**src/rtl/mem_responder_if.sv**
```systemverilog
// CPU-side strobe bus and output-FIFO drain port of the memory responder.
// master = controller/datapath plus FIFO consumer, slave = mem_responder.
interface mem_responder_if #(
  parameter int unsigned AWIDTH = 5,
  parameter int unsigned DWIDTH = 8
);
  logic [AWIDTH-1:0] addr;
  logic [DWIDTH-1:0] data_in;
  logic              mem_rd;
  logic              mem_wr;
  logic [DWIDTH-1:0] data_out;
  logic [DWIDTH-1:0] out_data;
  logic              out_valid;
  logic              out_ready;

  modport master (
    output addr, data_in, mem_rd, mem_wr, out_ready,
    input  data_out, out_data, out_valid
  );

  modport slave (
    input  addr, data_in, mem_rd, mem_wr, out_ready,
    output data_out, out_data, out_valid
  );
endinterface

```
**src/rtl/mem_responder.sv**
```systemverilog
// Memory responder: RAM with a 1-cycle registered read, edge-qualified writes,
// a memory-mapped output FIFO and a status register. Optional `LOADER_EN adds a RAM preload port.
module mem_responder #(
  parameter int unsigned       AWIDTH     = 5,
  parameter int unsigned       DWIDTH     = 8,
  parameter int unsigned       FIFO_DEPTH = 4,
  parameter logic [AWIDTH-1:0] IO_ADDR    = AWIDTH'(5'h1E),
  parameter logic [AWIDTH-1:0] STAT_ADDR  = AWIDTH'(5'h1F)
) (
  input  logic              clk,
  input  logic              rst,
`ifdef LOADER_EN
  input  logic              ld_en,
  input  logic [AWIDTH-1:0] ld_addr,
  input  logic [DWIDTH-1:0] ld_data,
`endif
  mem_responder_if.slave    bus
);

  localparam int unsigned RAM_DEPTH = 1 << AWIDTH;
  localparam int unsigned PTR_W     = $clog2(FIFO_DEPTH);
  localparam int unsigned CNT_W     = PTR_W + 1;

  logic [DWIDTH-1:0] r_ram  [RAM_DEPTH];
  logic [DWIDTH-1:0] r_fifo [FIFO_DEPTH];
  logic [PTR_W-1:0]  r_rd_ptr;
  logic [PTR_W-1:0]  r_wr_ptr;
  logic [CNT_W-1:0]  r_count;
  logic [CNT_W-1:0]  w_count_nxt;
  logic              r_wr_q;
  logic              r_overflow;
  logic              r_conflict;
  logic [DWIDTH-1:0] r_data_out;

  logic              w_ld_en;
  logic              w_rd;
  logic              w_wr_act;
  logic              w_conflict;
  logic              w_is_io;
  logic              w_is_stat;
  logic              w_ram_we;
  logic              w_push_req;
  logic              w_push;
  logic              w_pop;
  logic              w_drop;
  logic              w_stat_clr;
  logic              w_empty;
  logic              w_full;
  logic [DWIDTH-1:0] w_status;
  logic [DWIDTH-1:0] w_rd_src;

`ifdef LOADER_EN
  assign w_ld_en = ld_en;
`else
  assign w_ld_en = 1'b0;
`endif

  // Decode strobes; a held mem_wr acts only in its first cycle
  always_comb begin
    w_rd       = bus.mem_rd && !bus.mem_wr && !w_ld_en;
    w_wr_act   = bus.mem_wr && !r_wr_q && !w_ld_en;
    w_conflict = bus.mem_rd && bus.mem_wr && !w_ld_en;
    w_is_io    = (bus.addr == IO_ADDR);
    w_is_stat  = (bus.addr == STAT_ADDR);
    w_ram_we   = w_wr_act && !w_is_io && !w_is_stat;
    w_push_req = w_wr_act && w_is_io;
    w_stat_clr = w_wr_act && w_is_stat;
    w_empty    = (r_count == '0);
    w_full     = (r_count == CNT_W'(FIFO_DEPTH));
    w_pop      = !w_empty && bus.out_ready;
    w_push     = w_push_req && (!w_full || w_pop);
    w_drop     = w_push_req && w_full && !w_pop;
  end

  // Status word and read-source mux
  always_comb begin
    w_status = DWIDTH'({r_overflow, r_conflict, w_full, 5'(r_count)});
    w_rd_src = r_ram[bus.addr];
    if (w_is_io) begin
      w_rd_src = '0;
    end else if (w_is_stat) begin
      w_rd_src = w_status;
    end
  end

  always_comb begin
    w_count_nxt = r_count;
    case ({w_push, w_pop})
      2'b10:   w_count_nxt = r_count + CNT_W'(1);
      2'b01:   w_count_nxt = r_count - CNT_W'(1);
      default: w_count_nxt = r_count;
    endcase
  end

  // RAM array is intentionally not reset
  always_ff @(posedge clk) begin
`ifdef LOADER_EN
    if (ld_en) begin
      r_ram[ld_addr] <= ld_data;
    end else if (w_ram_we) begin
      r_ram[bus.addr] <= bus.data_in;
    end
`else
    if (w_ram_we) begin
      r_ram[bus.addr] <= bus.data_in;
    end
`endif
  end

  always_ff @(posedge clk or negedge rst) begin
    if (!rst) begin
      r_wr_q     <= 1'b0;
      r_data_out <= '0;
      r_overflow <= 1'b0;
      r_conflict <= 1'b0;
    end else begin
      r_wr_q <= bus.mem_wr && !w_ld_en;
      if (w_ld_en) begin
        r_data_out <= '0;
      end else if (w_rd) begin
        r_data_out <= w_rd_src;
      end
      // A conflict in the same cycle as a status clear remains recorded
      if (w_stat_clr) begin
        r_overflow <= 1'b0;
        r_conflict <= 1'b0;
      end
      if (w_drop) begin
        r_overflow <= 1'b1;
      end
      if (w_conflict) begin
        r_conflict <= 1'b1;
      end
    end
  end

  always_ff @(posedge clk or negedge rst) begin
    if (!rst) begin
      r_rd_ptr <= '0;
      r_wr_ptr <= '0;
      r_count  <= '0;
      for (int i = 0; i < int'(FIFO_DEPTH); i++) begin
        r_fifo[i] <= '0;
      end
    end else begin
      if (w_push) begin
        r_fifo[r_wr_ptr] <= bus.data_in;
        r_wr_ptr         <= r_wr_ptr + PTR_W'(1);
      end
      if (w_pop) begin
        r_rd_ptr <= r_rd_ptr + PTR_W'(1);
      end
      r_count <= w_count_nxt;
    end
  end

  assign bus.data_out  = r_data_out;
  assign bus.out_valid = !w_empty;
  assign bus.out_data  = w_empty ? '0 : r_fifo[r_rd_ptr];

endmodule

```
**src/flat_wrapper.sv**
```systemverilog
// flat-port wrapper written by rule: the top's interface ports become plain ports
module mem_responder_flat 
#(
  parameter int unsigned       AWIDTH     = 5,
  parameter int unsigned       DWIDTH     = 8,
  parameter int unsigned       FIFO_DEPTH = 4,
  parameter logic [AWIDTH-1:0] IO_ADDR    = AWIDTH'(5'h1E),
  parameter logic [AWIDTH-1:0] STAT_ADDR  = AWIDTH'(5'h1F)
)
  (clk, rst, bus_addr, bus_data_in, bus_mem_rd, bus_mem_wr, bus_out_ready, bus_data_out, bus_out_data, bus_out_valid);
  mem_responder_if #(.AWIDTH(AWIDTH), .DWIDTH(DWIDTH)) bus_i ();
  input  logic clk;
  input  logic rst;
  input wire logic [$bits(bus_i.addr)-1:0] bus_addr;
  input wire logic [$bits(bus_i.data_in)-1:0] bus_data_in;
  input wire logic [$bits(bus_i.mem_rd)-1:0] bus_mem_rd;
  input wire logic [$bits(bus_i.mem_wr)-1:0] bus_mem_wr;
  input wire logic [$bits(bus_i.out_ready)-1:0] bus_out_ready;
  output wire logic [$bits(bus_i.data_out)-1:0] bus_data_out;
  output wire logic [$bits(bus_i.out_data)-1:0] bus_out_data;
  output wire logic [$bits(bus_i.out_valid)-1:0] bus_out_valid;
  assign bus_i.addr = bus_addr;
  assign bus_i.data_in = bus_data_in;
  assign bus_i.mem_rd = bus_mem_rd;
  assign bus_i.mem_wr = bus_mem_wr;
  assign bus_i.out_ready = bus_out_ready;
  assign bus_data_out = bus_i.data_out;
  assign bus_out_data = bus_i.out_data;
  assign bus_out_valid = bus_i.out_valid;
  mem_responder #(.AWIDTH(AWIDTH), .DWIDTH(DWIDTH), .FIFO_DEPTH(FIFO_DEPTH), .IO_ADDR(IO_ADDR), .STAT_ADDR(STAT_ADDR)) u_core (.clk(clk), .rst(rst), .bus(bus_i));
endmodule
```
**config.mk**
```make
export PLATFORM = sky130hd
export DESIGN_NAME = mem_responder_flat
export DESIGN_NICKNAME = d
export VERILOG_FILES = /design/src/rtl/mem_responder_if.sv /design/src/rtl/mem_responder.sv /design/src/flat_wrapper.sv
export SDC_FILE = /design/constraint.sdc
export NUM_CORES = 1
export LEC_CHECK = 0
export ABC_CLOCK_PERIOD_IN_PS = 5810
export CAP_MARGIN = 20
export CORE_UTILIZATION = 50
export CTS_CLUSTER_DIAMETER = 30
export DETAILED_ROUTE_END_ITERATION = 12
export GPL_TIMING_DRIVEN = 0
export PLACE_DENSITY = 0.68
export SLEW_MARGIN = 40
export SYNTH_ARGS = -nofsm -noshare
export SYNTH_HDL_FRONTEND = slang
export SYNTH_SLANG_ARGS = --single-unit
```
**constraint.sdc**
```tcl
create_clock -name clk -period 5.81 [get_ports clk]
set_input_delay 0.581 -clock clk [delete_from_list [all_inputs] [get_ports clk]]
set_output_delay 0.581 -clock clk [all_outputs]
set_load 0.005 [all_outputs]
```
# Word level (Yosys, flattened, before mapping)
# Memory sizes are Yosys's and may differ from the RTL's.
# Index checks and enable logic that the tools add are counted.
[word_totals] in_bits=18 mem_count=1 ram_bits=256 regBits=50 out_inout_bits=17
[memory_table] name="u_core.r_ram" depth=32 width=8 rd=1 rd_ports_with_merged_regs=0 write_ports=1 line_no="mem_responder.sv:24" text="logic [DWIDTH-1:0] r_ram [RAM_DEPTH];"
[op_classes] add_sub_neg=4 n_eq_ne=5 reduce_logical=24 n_mux=15 n_lt_le_gt_ge=3 n_bitwise=2
[op_table] op="8-bit two-way mux" n=6
[op_table] op="32-bit bitwise mux" n=1
[op_table] op="8-bit binary-select mux with 2-bit select" n=1
[op_table] op="8-bit demux with 2-bit select" n=1
[op_table] op="1-bit logical AND" n=12
[op_table] op="5-bit equality test, second input constant" n=2
[op_table] op="1-bit logical NOT" n=7
[op_table] op="3-bit >= comparator, second input constant" n=2
[op_table] op="2-bit NOT with 3-bit output" n=2
[op_table] op="3-bit case mux with 2 select lines" n=1
[op_table] op="2-bit nonzero test" n=3
[op_table] op="1-bit two-way mux" n=5
[op_table] op="2-bit by 1-bit adder with 2-bit output, second input constant" n=2
[op_table] op="3-bit by 1-bit adder with 3-bit output, second input constant" n=1
[op_table] op="3-bit equality test, second input constant" n=1
[op_table] op="3-bit logical NOT" n=1
[op_table] op="3-bit by 1-bit < comparator with 1-bit output, second input constant" n=1
[op_table] op="3-bit by 1-bit subtractor with 3-bit output, second input constant" n=1
[op_table] op="2-bit by 1-bit equality test with 1-bit output, second input constant" n=1
[op_table] op="2-bit equality test, second input constant" n=1
[op_table] op="1-bit logical OR" n=1

# Depth between registers and ports, before layout
[depth] word_depth=7 depth_mapped=12 depth_no_buf=10

# Worst setup path after synthesis
# OpenSTA, ideal clock, no wires.
[synth_timing] path_type="input-to-reg" start="input port bus_addr[1]" end="memory u_core.r_ram[11][0] (enable)" required_time_ns=5.427 slack_ns=3.153 path_buffers=4 path_stages=6 arrival_ns=2.273 path_cell_list="buf_6 -> buf_4 -> buf_2 -> buf_4 -> nand4_1 -> nor3_1"
[synth_between] elab_chain_cells=6 elab_cells_between_ends=8 classes_between="2 x eq/ne; 2 x mux; 4 x reduce/logical"
[synth_lines] element="start, declared" line_no="flat_wrapper.sv:14" text="input wire logic [$bits(bus_i.addr)-1:0] bus_addr;"
[synth_lines] element="5-bit equality test" line_no="mem_responder.sv:63" text="w_is_io = (bus.addr == IO_ADDR);"
[synth_lines] element="1-bit logical NOT" line_no="mem_responder.sv:65" text="w_ram_we = w_wr_act && !w_is_io && !w_is_stat;"
[synth_lines] element="1-bit logical AND (2 in series)" line_no="mem_responder.sv:65"
[synth_lines] element="1-bit two-way mux" line_no="mem_responder.sv:104" text="if (w_ram_we) begin"
[synth_lines] element="1-bit two-way mux (not written as such)" line_no="mem_responder.sv:105" text="r_ram[bus.addr] <= bus.data_in;"
[synth_lines] element="end, declared" line_no="mem_responder.sv:24"
# Parallel ways exist; a longest one is shown, timed or not.

# Final worst setup path
[layout_timing] start="input port bus_addr[0]" end="memory u_core.r_ram[11][4] (enable)"
# The elaborated chain is that of the path after synthesis.

==> metrics.md <==
| Metric | Value |
|---|---|
| Routed wire per std cell | 25.4 um |
| Antenna cells | 0 |
| Routability cong. | 0.838 |
| Area growth syn-to-layout | 19.4% |
| Sum Neg Setup Slack | 0 ns |
| Commonest non-fill, non-tap cell in the layout | edfxtp_1 |
| Worst-path clk slew | 0.05 ns |
| Number of global-route vias before repair | 7336 |
| IO Pins | 35 |
| Die height | 161 um |
| Worst Hold Class | in2async |
| Commonest non-fill, non-tap cells in the layout | edfxtp_1, mux2i_1, dfrtp_1, clkbuf_16, o22ai_1 |
| Worst path slowest cell | nor3_2 |
| Crit path DAT | 3.61 ns |
| Maxcap violations | 0 |
| Leakage power | 5.50 nW |
| Fmax | 0.289 GHz |
| P per Cell Area | 383 mW/mm^2 |
| Drt drc | 0 |
| Share of cells above drive strength 1 | 24.8% |
| First-pass GRT wire length | 45300 um |
| Synth unique cells | 55 |
| Clock Sinks | 306 |
| Area of the multi-input gates | 0.00357 mm^2 |
| CTS Buffer Depth | 3 |
| DRT iter0 DRCs | 579 |
| Core Util, Final | 61.4% |
| PortBufs | 33 |
| #FFs+latches synth | 306 |
| Max Slew Vio Count | 0 |
| Largest net degree at the start of global routing | 37 |
| Kind of critical path | in2reg |
| # fillers | 1774 |
| Synth Flop Type | edfxtp_1 |
| Buffers plus inverters on the worst setup path | 6 |
| Tot GR Track Use | 23.9% |
| Worst skew pair latency | 0.53 ns |
| Vias | 7023 |
| Cts repair resizes | 0 |
| Async set or reset register ratio after synthesis | 16.3% |
| Final cell count without fillers | 1171 |
| Skew final | 0.00978 ns |
| Seq/Total Area, Yosys | 70.6% |
| Global route overflow | 0 |
| Cells along the critical path | clkdlybuf4s50_1 > buf_6 > buf_6 > buf_6 > buf_4 > buf_2 > nand4_1 > nor3_2 |
| Fin. Hold Viols | 0 |
| Die Area | 0.0259 mm^2 |
| RSZ-0062 raised after global routing | no |
| Yosys warns | 0 |
| Worst VDD drop | 0.268 mV |
| Startpoint Class | input pin |
| Detailed Routing Iterations Pass 1 | 5 |
| Worst-margin pin slew | 0.965 ns |
| Vias per cell | 6.00 |
| Number of flops mapped to enable cells by yosys | 256 |
| Crit path max-delay family | buffers and inverters |
| Min Clock Period, post-route | 3.45 ns |
| Maximum level of the CTS H-tree | 2 |
| CP max stage delay | 0.86 ns |
| WL final | 29700 um |
| Top cell by count, worst path | buf_6 |
| Core ar. | 0.0246 mm^2 |
| Count of final setup violators | 0 |
| CTS buffer count | 47 |
| Tot Pwr | 0.00579 W |
| Slew margin rel. | 35.1% |
| Final hold slack | 0.484 ns |
| Initial antenna violation count | 0 |
| CP required | 5.97 ns |
| Nets | 834 |
| Placement Rows | 57 |
| Post-Syn Instances | 711 |
| Antenna Nets Post-Route | 0 |
| FF+latch area | 0.00894 mm^2 |
| Clk root buf | clkbuf_16 |
| Tcrit/Tclk final | 59.5% |
| CTS tree | done |
| Starting density of the core | 51.4% |
| Crit path capture type | flop |
| Dpl cells | 1084 |
| Critical path peak fanout | 10 |
| Status | completed |
| Die Width | 161 um |
| Avg Cell Area, Syn | 17.8 um^2 |
| Mapped cell area | 0.0127 mm^2 |
| Dpl hpwl | 18900 um |
## metal layers
metal,track usage [%],wire length (um),vias to the layer above
met3,5.08,2340,72
met1,31.9,12100,3622
met4,9.99,1070,0
met5,0,0,-
li1,-,-,3016
met2,38.3,14300,313
## area by class of cell
cell class                      instances  share of cell area (%)
Multi-Input combinational cell        379                    23.7
Tap cell                              324                    2.68
Timing Repair Buffer                   35                    2.10
Clock inverter                         35                    2.51
Clock buffer                           51                    8.17
Inverter                                6                   0.149
Buffer                                 35                    1.54
Sequential cell                       306                    59.2
## cell families after synthesis
group,count (synthesis),synth area share [%]
flip-flops,306,70.6
multiplexers,145,16.0
AND/OR/NAND/NOR,134,6.64
AO/OA/AOI/OAI,72,3.58
buffers and inverters,41,2.02
adder cells (fa/ha/maj),6,0.653
XOR/XNOR,6,0.415
other,1,0.0296
## stage by stage
stage / setup slack [ns] / instance area [um^2]
after floorplan: 3.15 / 12700
after global placement: 1.66 / 13400
after detailed placement: 1.92 / 13500
after CTS: 2.45 / 15100
after global routing: 2.28 / 15100
final: 2.36 / 15100
## power by group
group,internal (W),leakage (nW),total [W],switching [W]
registers,0.00245,2.96,0.00249,0.0000439
logic,0.000213,1.75,0.000477,0.000264
clock network,0.00182,0.780,0.00282,0.00100
total,0.00448,5.50,0.00579,0.00131
## synthesized netlist by cell type, drive strengths merged, types with 2 or more instances
cell type	count	share of area, %
nor2b	6	0.30
nor4	5	0.25
and2	9	0.44
or2	2	0.099
edfxtp	256	61
nand3	9	0.36
inv	6	0.18
nand3b	4	0.24
nand4	2	0.099
or4	3	0.18
nand4b	3	0.21
clkbuf	11	0.34
a21oi	15	0.59
or4b	4	0.32
xor2	3	0.21
nand2b	5	0.25
buf	24	1.5
and4	2	0.14
ha	5	0.49
xnor2	3	0.21
nand4bb	3	0.27
o22ai	34	1.7
dfrtp	50	9.9
nor3	7	0.28
mux2i	77	6.1
or3	3	0.15
and3	5	0.25
or4bb	2	0.18
mux2	35	4.1
nor2	36	1.2
mux4	33	5.9
a31oi	9	0.44
nand2	22	1.2
o21ai	5	0.20
## worst reg2reg max path, cell delays in order, from the launching register on
cell and delay [ns]:
dfrtp_1 0.40, nor2b_1 0.31, nand4_1 0.58, nor3_2 0.86
## registers in the layout (all words and copies together), names as in the netlist
register and flops:
u_core.r_wr_ptr 2, u_core.r_rd_ptr 2, u_core.r_conflict 1, u_core.r_fifo 32
u_core.bus.data_out 8, u_core.r_overflow 1, u_core.r_wr_q 1, u_core.r_ram 256
u_core.r_count 3
## path summary, 6_finish.rpt
check,from,to,slack (ns),depth (start not counted)
max,bus_addr[0],u_core.r_ram[11][4],2.36,8
min,rst,u_core.r_fifo[25],0.48,2
max reg2reg,u_core.r_wr_q,u_core.r_ram[11][4],3.28,3
min reg2reg,u_core.r_fifo[9],u_core.r_fifo[9],0.50,1
max in group asynchronous,rst,u_core.r_wr_q,4.87,3
min in group clk,u_core.r_fifo[9],u_core.r_fifo[9],0.50,1
## timing repair
item	in CTS	in global routing
hold buffers	1	0
endpoints found under the hold margin	20	0
setup buffers	0	0
(Power assumes the default switching activity.)
